<file path="src/rtl/play_ctrl.sv">
// play_ctrl: fixed-priority arbiter for playback commands with decoder load/volume handshakes
module play_ctrl #(
  parameter int         SONG_NUM = 2,
  parameter logic [7:0] VOL_STEP = 8'd14,
  parameter logic [7:0] VOL_MAX  = 8'hFC
) (
  input  logic        clk,
  input  logic        rst_n,
  input  logic        i_bt_valid,
  input  logic [7:0]  i_bt_cmd,
  input  logic [4:0]  i_key,
  input  logic        i_finish,
  input  logic        i_load_ack,
  input  logic        i_vol_wr_ack,
  output logic [4:0]  o_song,
  output logic        o_pause,
  output logic [15:0] o_vol,
  output logic        o_load_req,
  output logic        o_vol_wr_req,
  output logic        o_busy
);
  typedef enum logic [1:0] {IDLE, EXEC, LOAD, VOLW} state_t;
  typedef enum logic [2:0] {C_NONE, C_PAUSE, C_NEXT, C_PREV, C_UP, C_DOWN, C_SEL} cmd_t;
  localparam logic [5:0] SN   = 6'(SONG_NUM);
  localparam logic [4:0] LAST = 5'(SONG_NUM - 1);
  state_t      state;
  cmd_t        cmd, bt_dec, key_dec, bt_c, key_c;
  logic [4:0]  idx, bt_n, new_song;
  logic        fin_v, bt_v, key_v, song_chg, idle;
  logic [15:0] new_vol;
  function automatic logic [7:0] vol_up(input logic [7:0] b);
    return b >= VOL_STEP ? b - VOL_STEP : 8'd0;
  endfunction
  function automatic logic [7:0] vol_dn(input logic [7:0] b);
    return b <= VOL_MAX - VOL_STEP ? b + VOL_STEP : VOL_MAX;
  endfunction
  // decode incoming events and work out what the latched command would do
  always_comb begin
    bt_dec = i_bt_cmd == 8'h01 ? C_PAUSE :
             i_bt_cmd == 8'h02 ? C_NEXT :
             i_bt_cmd == 8'h03 ? C_PREV :
             i_bt_cmd == 8'h04 ? C_UP :
             i_bt_cmd == 8'h05 ? C_DOWN :
             (i_bt_cmd[7:5] == 3'b010 && {1'b0, i_bt_cmd[4:0]} < SN) ? C_SEL : C_NONE;
    key_dec = i_key[0] ? C_PAUSE : i_key[1] ? C_NEXT : i_key[2] ? C_PREV :
              i_key[3] ? C_UP : i_key[4] ? C_DOWN : C_NONE;
    idle = state == IDLE;
    song_chg = cmd == C_NEXT || cmd == C_PREV || cmd == C_SEL;
    new_song = cmd == C_NEXT ? (o_song == LAST ? 5'd0 : o_song + 5'd1) :
               cmd == C_PREV ? (o_song == 5'd0 ? LAST : o_song - 5'd1) :
               cmd == C_SEL  ? idx : o_song;
    new_vol = cmd == C_UP   ? {vol_up(o_vol[15:8]), vol_up(o_vol[7:0])} :
              cmd == C_DOWN ? {vol_dn(o_vol[15:8]), vol_dn(o_vol[7:0])} : o_vol;
  end
  // pending slots: a fresh event from a source overrides a same-cycle grant of that source
  always_ff @(posedge clk or negedge rst_n) begin
    if (!rst_n) begin
      fin_v <= 1'b0;
      bt_v  <= 1'b0;
      bt_c  <= C_NONE;
      bt_n  <= 5'd0;
      key_v <= 1'b0;
      key_c <= C_NONE;
    end else begin
      fin_v <= i_finish | (fin_v & ~idle);
      if (i_bt_valid && bt_dec != C_NONE) begin
        bt_v <= 1'b1;
        bt_c <= bt_dec;
        bt_n <= i_bt_cmd[4:0];
      end else if (idle && !fin_v) bt_v <= 1'b0;
      if (key_dec != C_NONE) begin
        key_v <= 1'b1;
        key_c <= key_dec;
      end else if (idle && !fin_v && !bt_v) key_v <= 1'b0;
    end
  end
  // command FSM: grant, execute for one cycle, then hold a request until acknowledged
  always_ff @(posedge clk or negedge rst_n) begin
    if (!rst_n) begin
      state        <= IDLE;
      cmd          <= C_NONE;
      idx          <= 5'd0;
      o_song       <= 5'd0;
      o_pause      <= 1'b0;
      o_vol        <= 16'h0000;
      o_load_req   <= 1'b0;
      o_vol_wr_req <= 1'b0;
    end else begin
      case (state)
        IDLE: if (fin_v || bt_v || key_v) begin
          cmd   <= fin_v ? C_NEXT : bt_v ? bt_c : key_c;
          idx   <= bt_n;
          state <= EXEC;
        end
        EXEC: begin
          o_song       <= new_song;
          o_vol        <= new_vol;
          o_pause      <= song_chg ? 1'b0 : cmd == C_PAUSE ? ~o_pause : o_pause;
          o_load_req   <= song_chg;
          o_vol_wr_req <= new_vol != o_vol;
          state        <= song_chg ? LOAD : new_vol != o_vol ? VOLW : IDLE;
        end
        LOAD: if (i_load_ack) begin
          o_load_req <= 1'b0;
          state      <= IDLE;
        end
        VOLW: if (i_vol_wr_ack) begin
          o_vol_wr_req <= 1'b0;
          state        <= IDLE;
        end
        default: state <= IDLE;
      endcase
    end
  end
  assign o_busy = state != IDLE;
endmodule

</file>
<file path="config.mk">
export PLATFORM = sky130hd
export DESIGN_NAME = play_ctrl
export DESIGN_NICKNAME = d
export VERILOG_FILES = /design/src/rtl/play_ctrl.sv
export SDC_FILE = /design/constraint.sdc
export NUM_CORES = 1
export LEC_CHECK = 0
export ABC_AREA = 0
export ABC_CLOCK_PERIOD_IN_PS = 3400
export CORE_MARGIN = 4
export CORE_UTILIZATION = 52
export DETAILED_ROUTE_END_ITERATION = 8
export PLACE_DENSITY = 0.78
export REMOVE_ABC_BUFFERS = 1
export SLEW_MARGIN = 20
export SYNTH_ARGS = -nofsm -noshare
export SYNTH_HDL_FRONTEND = slang
export SYNTH_SLANG_ARGS = --single-unit
</file>
<file path="constraint.sdc">
create_clock -name clk -period 3.4 [get_ports clk]
set_clock_uncertainty 0.15 [all_clocks]
set_input_delay 0.51 -clock clk [delete_from_list [all_inputs] [get_ports clk]]
set_output_delay 0.51 -clock clk [all_outputs]
set_load 0.02 [all_outputs]
</file>
==> results of run 1 <==
## through the flow
step | worst slack, ns | std cells | power [mW] | hold slack [ns] | area [sq um]
2_1_floorplan | 0.595 | 371 | 2.12 | 0.0644 | 3250
3_3_place_gp | 0.445 | 503 | 2.78 | 0.324 | 3860
3_5_place_dp | 0.404 | 503 | 2.79 | 0.326 | 3860
4_1_cts | 0.387 | 511 | 3.18 | 0.143 | 3960
5_1_grt | 0.216 | 511 | 3.42 | 0.175 | 3960
6_report | 0.378 | 511 | 3.20 | 0.112 | 3960
## synth_stat cells (all sizes together), types with 2 or more instances
master	instances	area share (%)
dfrtp	48	35
o21ai	41	6.0
nand2	35	3.8
nor2	34	3.7
a21oi	24	3.5
clkbuf	21	3.8
nand3	20	2.9
nor3	14	2.1
inv	13	1.4
nor2b	9	1.6
mux2	8	2.6
ha	7	2.6
nand2b	7	1.3
nor4	7	1.9
o211ai	7	1.5
a22oi	6	1.3
o31ai	6	1.7
a221oi	5	1.5
a31oi	5	0.92
o32ai	5	1.3
a211oi	4	0.88
mux2i	4	1.2
and2	3	0.59
and3	3	0.62
buf	3	0.77
nand4	3	0.55
nor3b	3	0.66
o31a	3	0.77
o32a	3	0.92
o41ai	3	0.77
or3	3	0.84
a21o	2	0.44
a22o	2	0.55
a311o	2	0.59
a41oi	2	0.51
and3b	2	0.55
nand3b	2	0.44
o2111ai	2	0.51
o21a	2	0.44
o311ai	2	0.51
or2	2	0.37
or4	2	0.66
## kinds of logic after synthesis
logic type               after synthesis  share of synthesized area, %
AO/OA/AOI/OAI                        136                          27.8
XOR/XNOR                               2                         0.513
adder cells (fa/ha/maj)                7                          2.56
buffers and inverters                 38                          6.30
flip-flops                            48                          35.2
multiplexers                          12                          3.81
AND/OR/NAND/NOR                      153                          23.8
## worst max-delay path by stage
stage          slack [ns]  depth (start not counted)                  from                    to
2_1_floorplan        0.60                          7  o_vol[4]$_DFFE_PN0P_  state[1]$_DFFE_PN0P_
3_3_place_gp         0.45                          7  o_vol[4]$_DFFE_PN0P_  state[1]$_DFFE_PN0P_
3_5_place_dp         0.40                          7  o_vol[4]$_DFFE_PN0P_  state[1]$_DFFE_PN0P_
4_1_cts              0.39                          7  o_vol[4]$_DFFE_PN0P_  state[1]$_DFFE_PN0P_
5_1_grt              0.22                          7  o_vol[4]$_DFFE_PN0P_  state[1]$_DFFE_PN0P_
6_report             0.38                          7  o_vol[4]$_DFFE_PN0P_  state[1]$_DFFE_PN0P_
## critical path, delay by kind of cell, from the launching register on
family             cells  cell delay [ns]
AOI/OAI and AO/OA      5             1.25
and+or+nand+nor        2             0.93
DFF                    1             0.57
## per-layer routing
metal | vias up | routed length [um]
li1 | 1565 | -
met1 | 1645 | 3750
met2 | 168 | 4520
met3 | 28 | 696
met4 | 0 | 238
met5 | - | 0
## cells in the final DEF (no fill, tap or decap), drive strengths merged, types with 6 or more instances in the layout
cell type / n
o211ai: 7
nor2b: 9
clkbuf: 6
dfrtp: 48
a22oi: 6
o31ai: 6
nor3: 14
o21ai: 41
ha: 7
nand2: 35
nand3: 20
nor2: 34
mux2: 8
a21oi: 24
buf: 13
inv: 15
nand2b: 7
nor4: 7
clkdlybuf4s50: 42
## flip-flops by register name, indices dropped and copies added, names as in the netlist
name and flops:
bt_n 5, bt_v 1, key_c 3, state 2
fin_v 1, bt_c 3, key_v 1, o_song 5
idx 5, o_load_req 1, o_vol_wr_req 1, o_pause 1
cmd 3, o_vol 16
## where the power goes
group          leakage (nW)  switching, mW  internal (mW)
Sequential            0.620          0.267          0.715
Clock                0.0522          0.218          0.171
Combinational         0.887           1.05          0.780
## final cells by class
type                            instances  area share (%)
Timing Repair Buffer                   55            13.0
Inverter                               13            1.23
Clock buffer                            6            2.08
Tap cell                               77            2.43
Sequential cell                        48            30.3
Clock inverter                          2           0.442
Multi-Input combinational cell        310            50.5
==> flow_summary.yaml, run 1 <==
sta:
  hold_viol_final: 0
  relSlewSlack_pct: 48.3
  setup_viol: 0
  final_max_slew_viol_count: 0
  tightest_slew_ns: 0.772
  max_freq_mhz: 331
  post-route-min-period_ns: 3.02
  fin_setup_tns_ns: 0
  period_share_pct: 88.9
  grt_setup_unrepaired: "no"
floorplanning:
  die_h_um: 89.1
  ioPinCount: 44
  die_area_sq_mm: 0.00793
  die_x_um: 89.1
  rows: 29
  start_util_pct: 53.8
  core_area_sq_mm: 0.00635
final_layout:
  utilization_pct: 62.4
  fill_cells: 561
  fin_nets: 459
  diodes: 0
  ff_latch_area_sq_mm: 0.00120
  multi_input_area_sq_mm: 0.00200
  drive_gt1_share_pct: 11.5
  syn2layout_area_growth_pct: 16.0
global_routing:
  gr-usage-all-layers_pct: 24.1
  overflow: 0
  gr-usage-met2_pct: 40.0
  grt_first_pass_wirelength_mm: 15.1
  antenna_found_initial: 0
  use_met1_pct: 31.5
  use_met3_pct: 3.41
  grt_pass1_vias: 3123
  grt_max_degree: 34
  top_usage_layer: "met2"
placed_design:
  dp_hpwl_mm: 6.78
  globalplace.congestion: 1.01
  port-buffer-count: 43
logic_synthesis:
  synth_cell_types: 75
  synth-seq-area-share_pct: 35.2
  synthFlopType: "dfrtp_1"
  synth_edf_count: 0
  synthArstFlopShare_pct: 100
  syn_inst: 396
  ys_seq_elements: 48
  ys_warn_count: 0
  syn_area_sq_mm: 0.00342
  synth.avg_cell_area_sq_um: 8.63
critical_path:
  r2r_setup_slack_ns: 0.38
  cp-start-kind: "flip-flop"
  cp-end-kind: "flip-flop"
  crit_type: "flip-flop to flip-flop"
  worstPathRequired_ns: 3.44
  rr_startpoint: "o_vol[4]$_DFFE_PN0P_"
  slowest_delay_ns: 0.64
  path_max_fanout: 15
  cp_data_arrival_time_ns: 3.06
  slowest_stage: "or4_4"
  r2r_end: "state[1]$_DFFE_PN0P_"
  worst_r2r_path_depth: 7
  worstPathCellList: "or4_4, o31ai_4, o311ai_1, nor4_1, o211ai_1, a2111oi_4, a21oi_1"
detailed_routing:
  wirelength_mm: 9.21
  drc: 0
  via_per_inst: 6.67
  wl_per_cell_um: 18.0
  antenna_left: 0
  via_count: 3406
  drtIter0Drc: 315
  drtPass1Iterations: 7
pwr:
  ir_drop_mv: 0.462
  p_per_area_mw_per_mm2: 807
  p_leak_nw: 1.56
clock_tree:
  postCtsSetupRepairBufs: 0
  numCtsBuffers: 5
  cts.htree.levels: 2
  cts.path.max_buffers: 2
  clock_sinks: 48
  cts-root-buf: "clkbuf_8"
  ctsHoldBuffers: 0
  cts_tree: "built"
  path_clk_slew_ns: 0.10
  clk_latency_ns: 0.31
  post_cts_resized: 0
worst_hold_path:
  hp-class: "input pin to asynchronous set/reset pin"
run_status:
  status: "complete, no violations"
flow_run:
  drv_cap: 0
Note: power is estimated with default switching activity, not from simulation.
==> inputs of run 2 (changes only) <==
CORE_UTILIZATION = 55   (was 52)
PLACE_DENSITY = 0.81   (was 0.78)
==> run 2 against run 1 <==
Global-route usage grew 1.1 points. First-iteration DRC count grew 48%. Clock-buffer cell count unchanged. Sequential cell count unchanged. Cell area fell by 0.19%. Non-clock buffer count decreased by 2. Sequential power is 1% lower. Worst setup slack lost 0.042 ns. Register-to-register slack lost 0.04 ns. Routed wire length increased by 0.28%. Critical path type unchanged. Largest power group unchanged.
==> flow_summary.yaml, run 2 (synthesized netlist as in run 1, its figures left out) <==
run_status:
  status: "complete, no violations"
final_layout:
  top_register: "o_vol"
  largest_reg_flops: 16
  final_common_cell: "dfrtp_1"
  diodes: 0
  fin_nets: 457
  mostFrequentLayoutCells: "48 x dfrtp_1, 42 x clkdlybuf4s50_1, 40 x o21ai_0, 35 x nand2_1, 34 x nor2_1"
  utilization_pct: 66.0
  drive_gt1_share_pct: 10.9
  syn2layout_area_growth_pct: 15.8
detailed_routing:
  wl_met3_um: 727
  antenna_left: 0
  via_per_inst: 6.62
  m1WireLength_mm: 3.84
  wl_per_cell_um: 18.2
  drtIter0Drc: 467
  dr_wl_met2_mm: 4.50
  wirelength_mm: 9.23
  drtPass1Iterations: 6
  topRoutingLayerUsed: "met4"
  drc: 0
  via_count: 3358
worst_hold_path:
  hp-class: "input pin to asynchronous set/reset pin"
sta:
  fin_setup_tns_ns: 0
  hold_viol_final: 0
  max_freq_mhz: 326
  tightest_slew_ns: 0.793
  period_share_pct: 90.1
  setup_viol: 0
  grt_setup_unrepaired: "no"
  final_max_slew_viol_count: 0
  relSlewSlack_pct: 46.9
  post-route-min-period_ns: 3.06
global_routing:
  gr-usage-all-layers_pct: 25.2
  overflow: 0
  grt_pass1_vias: 3153
  grt_first_pass_wirelength_mm: 15.2
  antenna_found_initial: 0
  grt_max_degree: 49
critical_path:
  r2r_end: "state[1]$_DFFE_PN0P_"
  worstPathCellList: "nand3_1, a22oi_1, o311ai_1, nor4_1, o211ai_1, a2111oi_4, a21oi_1"
  cp-end-kind: "flip-flop"
  worst_r2r_path_depth: 7
  worstPathRequired_ns: 3.42
  slowest_stage: "dfrtp_1"
  crit_type: "flip-flop to flip-flop"
  path_max_fanout: 14
  rr_startpoint: "o_vol[13]$_DFFE_PN0P_"
  r2r_setup_slack_ns: 0.34
  slowest_delay_ns: 0.64
  cp_data_arrival_time_ns: 3.09
  cp-start-kind: "flip-flop"
clock_tree:
  cts-root-buf: "clkbuf_8"
  path_clk_slew_ns: 0.10
  cts.path.max_buffers: 2
  clock_sinks: 48
  ctsHoldBuffers: 0
  cts.htree.levels: 2
  post_cts_resized: 0
  numCtsBuffers: 5
  postCtsSetupRepairBufs: 0
  cts_tree: "built"
  clk_latency_ns: 0.30
floorplanning:
  die_h_um: 86.8
  die_x_um: 86.8
  ioPinCount: 44
  start_util_pct: 57.0
  die_area_sq_mm: 0.00754
  rows: 28
  core_area_sq_mm: 0.00599
pwr:
  p_per_area_mw_per_mm2: 820
  ir_drop_mv: 0.473
  p_leak_nw: 1.55
placed_design:
  dp_hpwl_mm: 6.73
  globalplace.congestion: 0.912
  port-buffer-count: 43
flow_run:
  drv_cap: 0
## run 2: cell count changes in the layout (fill, tap and decap cells not counted), sizes merged
cell    delta
buf        -2
bufinv     +1
clkinv     +1
inv        -2
## run 2: where the power goes
part	switching (mW)	internal, mW	total (mW)
Clock	0.197	0.219	0.415
Sequential	0.252	0.715	0.968
Combinational	1.08	0.782	1.86
Total	1.53	1.72	3.24
## run 2: critical path: cells and delay by family, from the launching register on
kind | cells | cell delay (ns)
AND/OR/NAND/NOR | 2 | 0.63
AO/OA/AOI/OAI | 5 | 1.51
flip-flops | 1 | 0.64
## run 2: area by class of cell
class | instances | area, sq um
repair buffers | 53 | 503
clock inverters | 2 | 35.0
multi-input cells | 310 | 2000
fillers | 496 | 2040
clock buffers | 6 | 72.6
flip-flops and latches | 48 | 1200
well taps | 75 | 93.8
inverters | 13 | 48.8
## run 2: metal layers
metal	GRT usage, %	vias up
li1	-	1566
met1	34.7	1587
met2	40.5	185
met3	3.71	20
met4	8.64	0
met5	0	-
## run 2: stage by stage
stage	hold slack (ns)	cells	setup WS (ns)	instance area (sq um)	total power [mW]
final	0.0675	507	0.336	3950	3.24
after global placement	0.326	499	0.487	3840	2.78
after detailed placement	0.326	499	0.436	3840	2.79
after CTS	0.293	507	0.428	3950	3.21
after global routing	0.0992	507	0.239	3950	3.45
after floorplan	0.0644	371	0.595	3250	2.12
## run 2: how the worst max path moves through the flow
stage | slack, ns | startpoint | cells after the start | end
floorplan | 0.60 | o_vol[4]$_DFFE_PN0P_ | 7 | state[1]$_DFFE_PN0P_
global placement | 0.49 | o_vol[13]$_DFFE_PN0P_ | 6 | state[1]$_DFFE_PN0P_
detailed placement | 0.44 | o_vol[2]$_DFFE_PN0P_ | 8 | state[1]$_DFFE_PN0P_
CTS | 0.43 | o_vol[5]$_DFFE_PN0P_ | 7 | state[1]$_DFFE_PN0P_
global route | 0.24 | o_vol[13]$_DFFE_PN0P_ | 7 | o_vol_wr_req$_DFFE_PN0P_
finish | 0.34 | o_vol[13]$_DFFE_PN0P_ | 7 | state[1]$_DFFE_PN0P_
==> inputs of run 3 (changes only) <==
REMOVE_ABC_BUFFERS = default   (was 1)
==> run 3 against run 2 <==
Combinational power barely moved. Critical endpoint unchanged. Maximum frequency fell by 0.63%. First-iteration DRC count is 41% lower.
==> flow_summary.yaml, run 3 (synthesized netlist as in run 1, its figures left out) <==
critical_path:
  path_max_fanout: 8
  cp_data_arrival_time_ns: 3.10
  slowest_delay_ns: 0.52
  worstPathCellList: "ha_1, nand3b_1, nand3_1, and3_2, o32ai_1, o211ai_1, a2111oi_4, a21oi_1"
  cp-end-kind: "flip-flop"
  cp-start-kind: "flip-flop"
  worstPathRequired_ns: 3.42
  crit_type: "flip-flop to flip-flop"
  cp-startpoint: "o_vol[1]$_DFFE_PN0P_"
  rr_startpoint: "o_vol[1]$_DFFE_PN0P_"
  slowest_stage: "o32ai_1"
final_layout:
  fin_nets: 458
  diodes: 0
  fill_cells: 485
  largest_reg_flops: 16
  multi_input_area_sq_mm: 0.00200
  final_common_cell: "dfrtp_1"
  syn2layout_area_growth_pct: 16.5
  top_register: "o_vol"
  drive_gt1_share_pct: 11.1
  mostFrequentLayoutCells: "48 x dfrtp_1, 42 x clkdlybuf4s50_1, 40 x o21ai_0, 35 x nand2_1, 34 x nor2_1"
  ff_latch_area_sq_mm: 0.00120
sta:
  max_freq_mhz: 324
  hold_ws_ns: 0.125
  tightest_slew_ns: 1.11
  final_max_slew_viol_count: 0
  fin_setup_tns_ns: 0
  setup_viol: 0
  setup_ws_ns: 0.317
  hold_viol_final: 0
  period_share_pct: 90.7
  post-route-min-period_ns: 3.08
  grt_setup_unrepaired: "no"
  relSlewSlack_pct: 26.0
floorplanning:
  start_util_pct: 57.0
  rows: 28
  die_x_um: 86.8
  core_area_sq_mm: 0.00599
  ioPinCount: 44
  die_h_um: 86.8
  die_area_sq_mm: 0.00754
clock_tree:
  cts.htree.levels: 2
  cts.path.max_buffers: 2
  ctsHoldBuffers: 0
  postCtsSetupRepairBufs: 0
  cts-root-buf: "clkbuf_8"
  clk_latency_ns: 0.30
  path_clk_slew_ns: 0.10
  clock_sinks: 48
  post_cts_resized: 0
  numCtsBuffers: 5
  cts_tree: "built"
detailed_routing:
  via_count: 3455
  drc: 0
  via_per_inst: 6.81
  drtPass1Iterations: 5
  wl_per_cell_um: 19.0
  wirelength_mm: 9.62
  antenna_left: 0
  drtIter0Drc: 274
global_routing:
  overflow: 0
  antenna_found_initial: 0
  grt_pass1_vias: 3298
  grt_max_degree: 49
  gr-usage-all-layers_pct: 26.6
  grt_first_pass_wirelength_mm: 16.0
placed_design:
  detailedPlace.worstSlack_ns: 0.443
  port-buffer-count: 43
  globalplace.congestion: 1.01
  dp_hpwl_mm: 7.01
logic_synthesis:
  synth_nets: 422
pwr:
  total_power_mw: 3.32
  p_leak_nw: 1.57
  p_per_area_mw_per_mm2: 833
  ir_drop_mv: 0.469
run_status:
  status: "complete, no violations"
flow_run:
  drv_cap: 0
worst_hold_path:
  hp-class: "input pin to asynchronous set/reset pin"
-- run 3: path summary, 6_finish.rpt --
path | depth (start not counted) | to | slack, ns
setup / recovery | 8 | state[1]$_DFFE_PN0P_ | 0.32
hold / removal | 2 | o_vol[7]$_DFFE_PN0P_ | 0.13
setup reg to reg | 8 | state[1]$_DFFE_PN0P_ | 0.32
hold reg to reg | 1 | idx[4]$_DFFE_PN0P_ | 0.36
max in group asynchronous | 2 | o_vol[1]$_DFFE_PN0P_ | 2.53
min in group clk | 1 | idx[4]$_DFFE_PN0P_ | 0.36
-- run 3: final cells by class --
type,instances,area share (%)
Tap cell,75,2.36
Timing Repair Buffer,54,12.8
Clock inverter,2,1.51
Multi-Input combinational cell,310,50.2
Clock buffer,5,1.73
Sequential cell,48,30.2
Inverter,13,1.23
-- run 3: stage by stage --
step	cells	utilization (%)	area, sq um
floorplan	396	-	3420
global placement	500	64.3	3850
detailed placement	500	64.3	3850
CTS	507	66.4	3980
global route	507	66.4	3980
finish	507	66.4	3980
-- run 3: power by group --
group | internal (mW) | switching (mW) | leakage [nW]
Combinational | 0.767 | 1.06 | 0.881
Clock | 0.290 | 0.202 | 0.0642
Sequential | 0.715 | 0.278 | 0.620
-- run 3: worst max-delay path, delay by kind of cell (launching register included) --
family | cells | cell delay [ns]
AOI/OAI and AO/OA | 4 | 1.43
adders and majority gates | 1 | 0.35
DFF | 1 | 0.51
and+or+nand+nor | 3 | 0.53
-- run 3: layer usage --
layer  track usage (%)  routed length [um]  vias up  share of wire [%]
li1                  -                   -     1565                  -
met1              34.7                3870     1649                 40
met2              42.3                4590      205                 48
met3              4.85                 850       36                8.8
met4              12.9                 316        0                3.3
met5                 0                   0        -                  0
==> edit: new RTL, config.mk and constraints of run 1 <==
Register the input `i_key` before use. The logic sees it one clock later. The other inputs are not delayed to match.
--- a/src/rtl/play_ctrl.sv
+++ b/src/rtl/play_ctrl.sv
@@ -23,6 +23,13 @@
   typedef enum logic [2:0] {C_NONE, C_PAUSE, C_NEXT, C_PREV, C_UP, C_DOWN, C_SEL} cmd_t;
   localparam logic [5:0] SN   = 6'(SONG_NUM);
   localparam logic [4:0] LAST = 5'(SONG_NUM - 1);
+
+  logic [4:0] i_key_q;
+
+  always_ff @(posedge clk) begin
+    i_key_q <= i_key;
+  end
+
   state_t      state;
   cmd_t        cmd, bt_dec, key_dec, bt_c, key_c;
   logic [4:0]  idx, bt_n, new_song;
@@ -42,8 +49,8 @@
              i_bt_cmd == 8'h04 ? C_UP :
              i_bt_cmd == 8'h05 ? C_DOWN :
              (i_bt_cmd[7:5] == 3'b010 && {1'b0, i_bt_cmd[4:0]} < SN) ? C_SEL : C_NONE;
-    key_dec = i_key[0] ? C_PAUSE : i_key[1] ? C_NEXT : i_key[2] ? C_PREV :
-              i_key[3] ? C_UP : i_key[4] ? C_DOWN : C_NONE;
+    key_dec = i_key_q[0] ? C_PAUSE : i_key_q[1] ? C_NEXT : i_key_q[2] ? C_PREV :
+              i_key_q[3] ? C_UP : i_key_q[4] ? C_DOWN : C_NONE;
     idle = state == IDLE;
     song_chg = cmd == C_NEXT || cmd == C_PREV || cmd == C_SEL;
     new_song = cmd == C_NEXT ? (o_song == LAST ? 5'd0 : o_song + 5'd1) :
Behaviour: not the same (Yosys sat finds a counterexample within 4 cycles, from zero or initial values and one cycle with rst_n low).
==> edit against run 1 <==
Worst setup slack gained 0.25 ns; critical endpoint unchanged; critical path type unchanged; total power shrank 9.9%; sequential cell count grew 5; design area shrank 2.1%; synthesized area shrank 1.8%; critical path depth grew 1; via count shrank 5.6%; wire length shrank 8.8%; largest power group unchanged.
==> edit: results (changes against run 1) <==
** Timing
- Tightest Pin Transition :: 0.671 ns (-0.101 ns)
- The final critical-path required period came to 2.78 ns (-0.246 ns).

** Synthesis
- Number of distinct standard cells referenced by the synthesized netlist :: 67 (-11%)
- The post-synthesis area per instance came to 8.20 um2 (-5.0%).
- The area fraction in compound gates after synthesis came to 0.251 (-0.0273).
- The share of the synthesized netlist area taken by xor and xnor gates was 0.0104 (+0.00532).
- The adder and majority cell fraction of the synthesized area was 0.0261 (+0.000478).
- The fraction of synthesized area in multiplexers is 0.0224 (-0.0157).
- The async set-or-reset flop fraction in the synthesized netlist came to 0.906 (-0.0943).
- The register area share after synthesis was 0.388 (+0.0364).
- Cell types with the highest counts after synthesis :: sky130_fd_sc_hd__nand2_1, sky130_fd_sc_hd__dfrtp_1, sky130_fd_sc_hd__o21ai_0

** Final layout
- Layout cell share with drive strength beyond 1 :: 0.0592 (-0.0560)
- Non-filler instance count after layout :: 514 (+0.59%)
- The multi-input gate area in the final layout was 1870 um2 (-6.7%).
- The number of filler cells placed in the layout came to 529 (-5.7%).

** Power and ir drop
- Worst IR Drop VDD :: 0.443 mV (-4.1%)
- The leakage power figure was 1.54 nW (-1.4%).
- The power of the combinational group came to 1.42 mW (-22%).
- Power Sequential :: 1.10 mW (+12%)
- Clock group :: 361 uW (-7.0%)
- The net switching share of the total power was 0.468 (-0.0105).

** Worst setup path
- The depth of the most critical reg-to-reg path is 8 (+1).
- In this run the worst setup path begins at o_vol[1]$_DFFE_PN0P_.
- Stage delay of the slowest cell on the critical path :: 0.54 ns (-0.10 ns)
- Crit path max fanout :: 9 (-6)
- Critical-path cell with the highest stage delay :: sky130_fd_sc_hd__or4_1
- Critical path data arrival time :: 2.80 ns (-0.26 ns)
- Among cell families on the critical path, the largest total delay comes from simple AND/OR/NAND/NOR gates.
- The slack of the worst reg-to-reg path came to 0.62 ns (+0.25 ns).

** Placement
- Routability-driven placement congestion ratio :: 0.931 (-8.2%)
- The instance area at placement came to 3790 um2 (-1.9%).
- Post-DP HPWL :: 5940 um (-12%)
- Worst slack after detailed placement :: 0.606 ns (+0.202 ns)
- The post-placement cell count is 506 (+0.60%).

** Routing
- Number of violations reported at the end of detailed-routing iteration 0 :: 295 (-6.3%)
- The routed length on met1 is 3900 um (+4.0%).
- Routed wire length on met2 :: 3810 um (-16%)
- Met3 WL post-DR :: 612 um (-12%)
- Iteration count of the initial detailed-routing pass :: 5 (-2)

** Global routing
- Number of global-route vias before repair :: 2836 (-9.2%)
- First-pass GRT wire length :: 13800 um (-8.7%)
- Pin count of the biggest net entering global routing :: 49 (+44%)
- The met1 track demand over resource was 0.332 (+0.0169).
- The total global-route track usage came to 0.221 (-0.0204).
- Met2 demand-to-capacity share in global routing :: 0.328 (-0.0718)

** CTS
- The total clock buffers created by CTS came to 5 (unchanged).

** Run status
- Run status :: finished, final reports clean
## edit: changes by cell type after synthesis, sizes merged, moves of 5 or more
cell / run 1 / this run
a22oi: 6 / 1
buf: 3 / 12
clkbuf: 21 / 13
dfxtp: 0 / 5
inv: 13 / 19
nand2: 35 / 56
nand3: 20 / 15
nor3: 14 / 19
o22ai: 1 / 6
o32ai: 5 / 0
## edit: worst min-delay path by stage
| stage | from | endpoint | slack [ns] | cells past startpoint |
|---|---|---|---|---|
| floorplan | rst_n | bt_c[0]$_DFFE_PN0P_ | 0.06 | 0 |
| global placement | i_key_q[0]$_DFF_P_ | key_c[1]$_DFFE_PN0P_ | 0.28 | 1 |
| detailed placement | i_key_q[0]$_DFF_P_ | key_c[1]$_DFFE_PN0P_ | 0.27 | 1 |
| CTS | rst_n | o_vol[1]$_DFFE_PN0P_ | 0.29 | 1 |
| global route | rst_n | o_vol[1]$_DFFE_PN0P_ | 0.10 | 1 |
| finish | rst_n | o_vol[7]$_DFFE_PN0P_ | 0.05 | 1 |
## edit: final cells by class
cell class                      count  share of cell area
Timing Repair Buffer               47               0.118
Multi-Input combinational cell    312               0.481
Inverter                           19              0.0184
Sequential cell                    53               0.336
Clock inverter                      2             0.00355
Tap cell                           75              0.0242
Clock buffer                        6              0.0187
## edit: worst reg2reg max path, cell delays in order, from the launching register on
cell                        delay, ns
sky130_fd_sc_hd__dfrtp_1         0.51
sky130_fd_sc_hd__ha_1            0.27
sky130_fd_sc_hd__nand4bb_1       0.23
sky130_fd_sc_hd__and4_4          0.29
sky130_fd_sc_hd__a21oi_1         0.17
sky130_fd_sc_hd__o21ai_1         0.08
sky130_fd_sc_hd__or4_1           0.54
sky130_fd_sc_hd__nor3_2          0.25
sky130_fd_sc_hd__a41oi_1         0.15
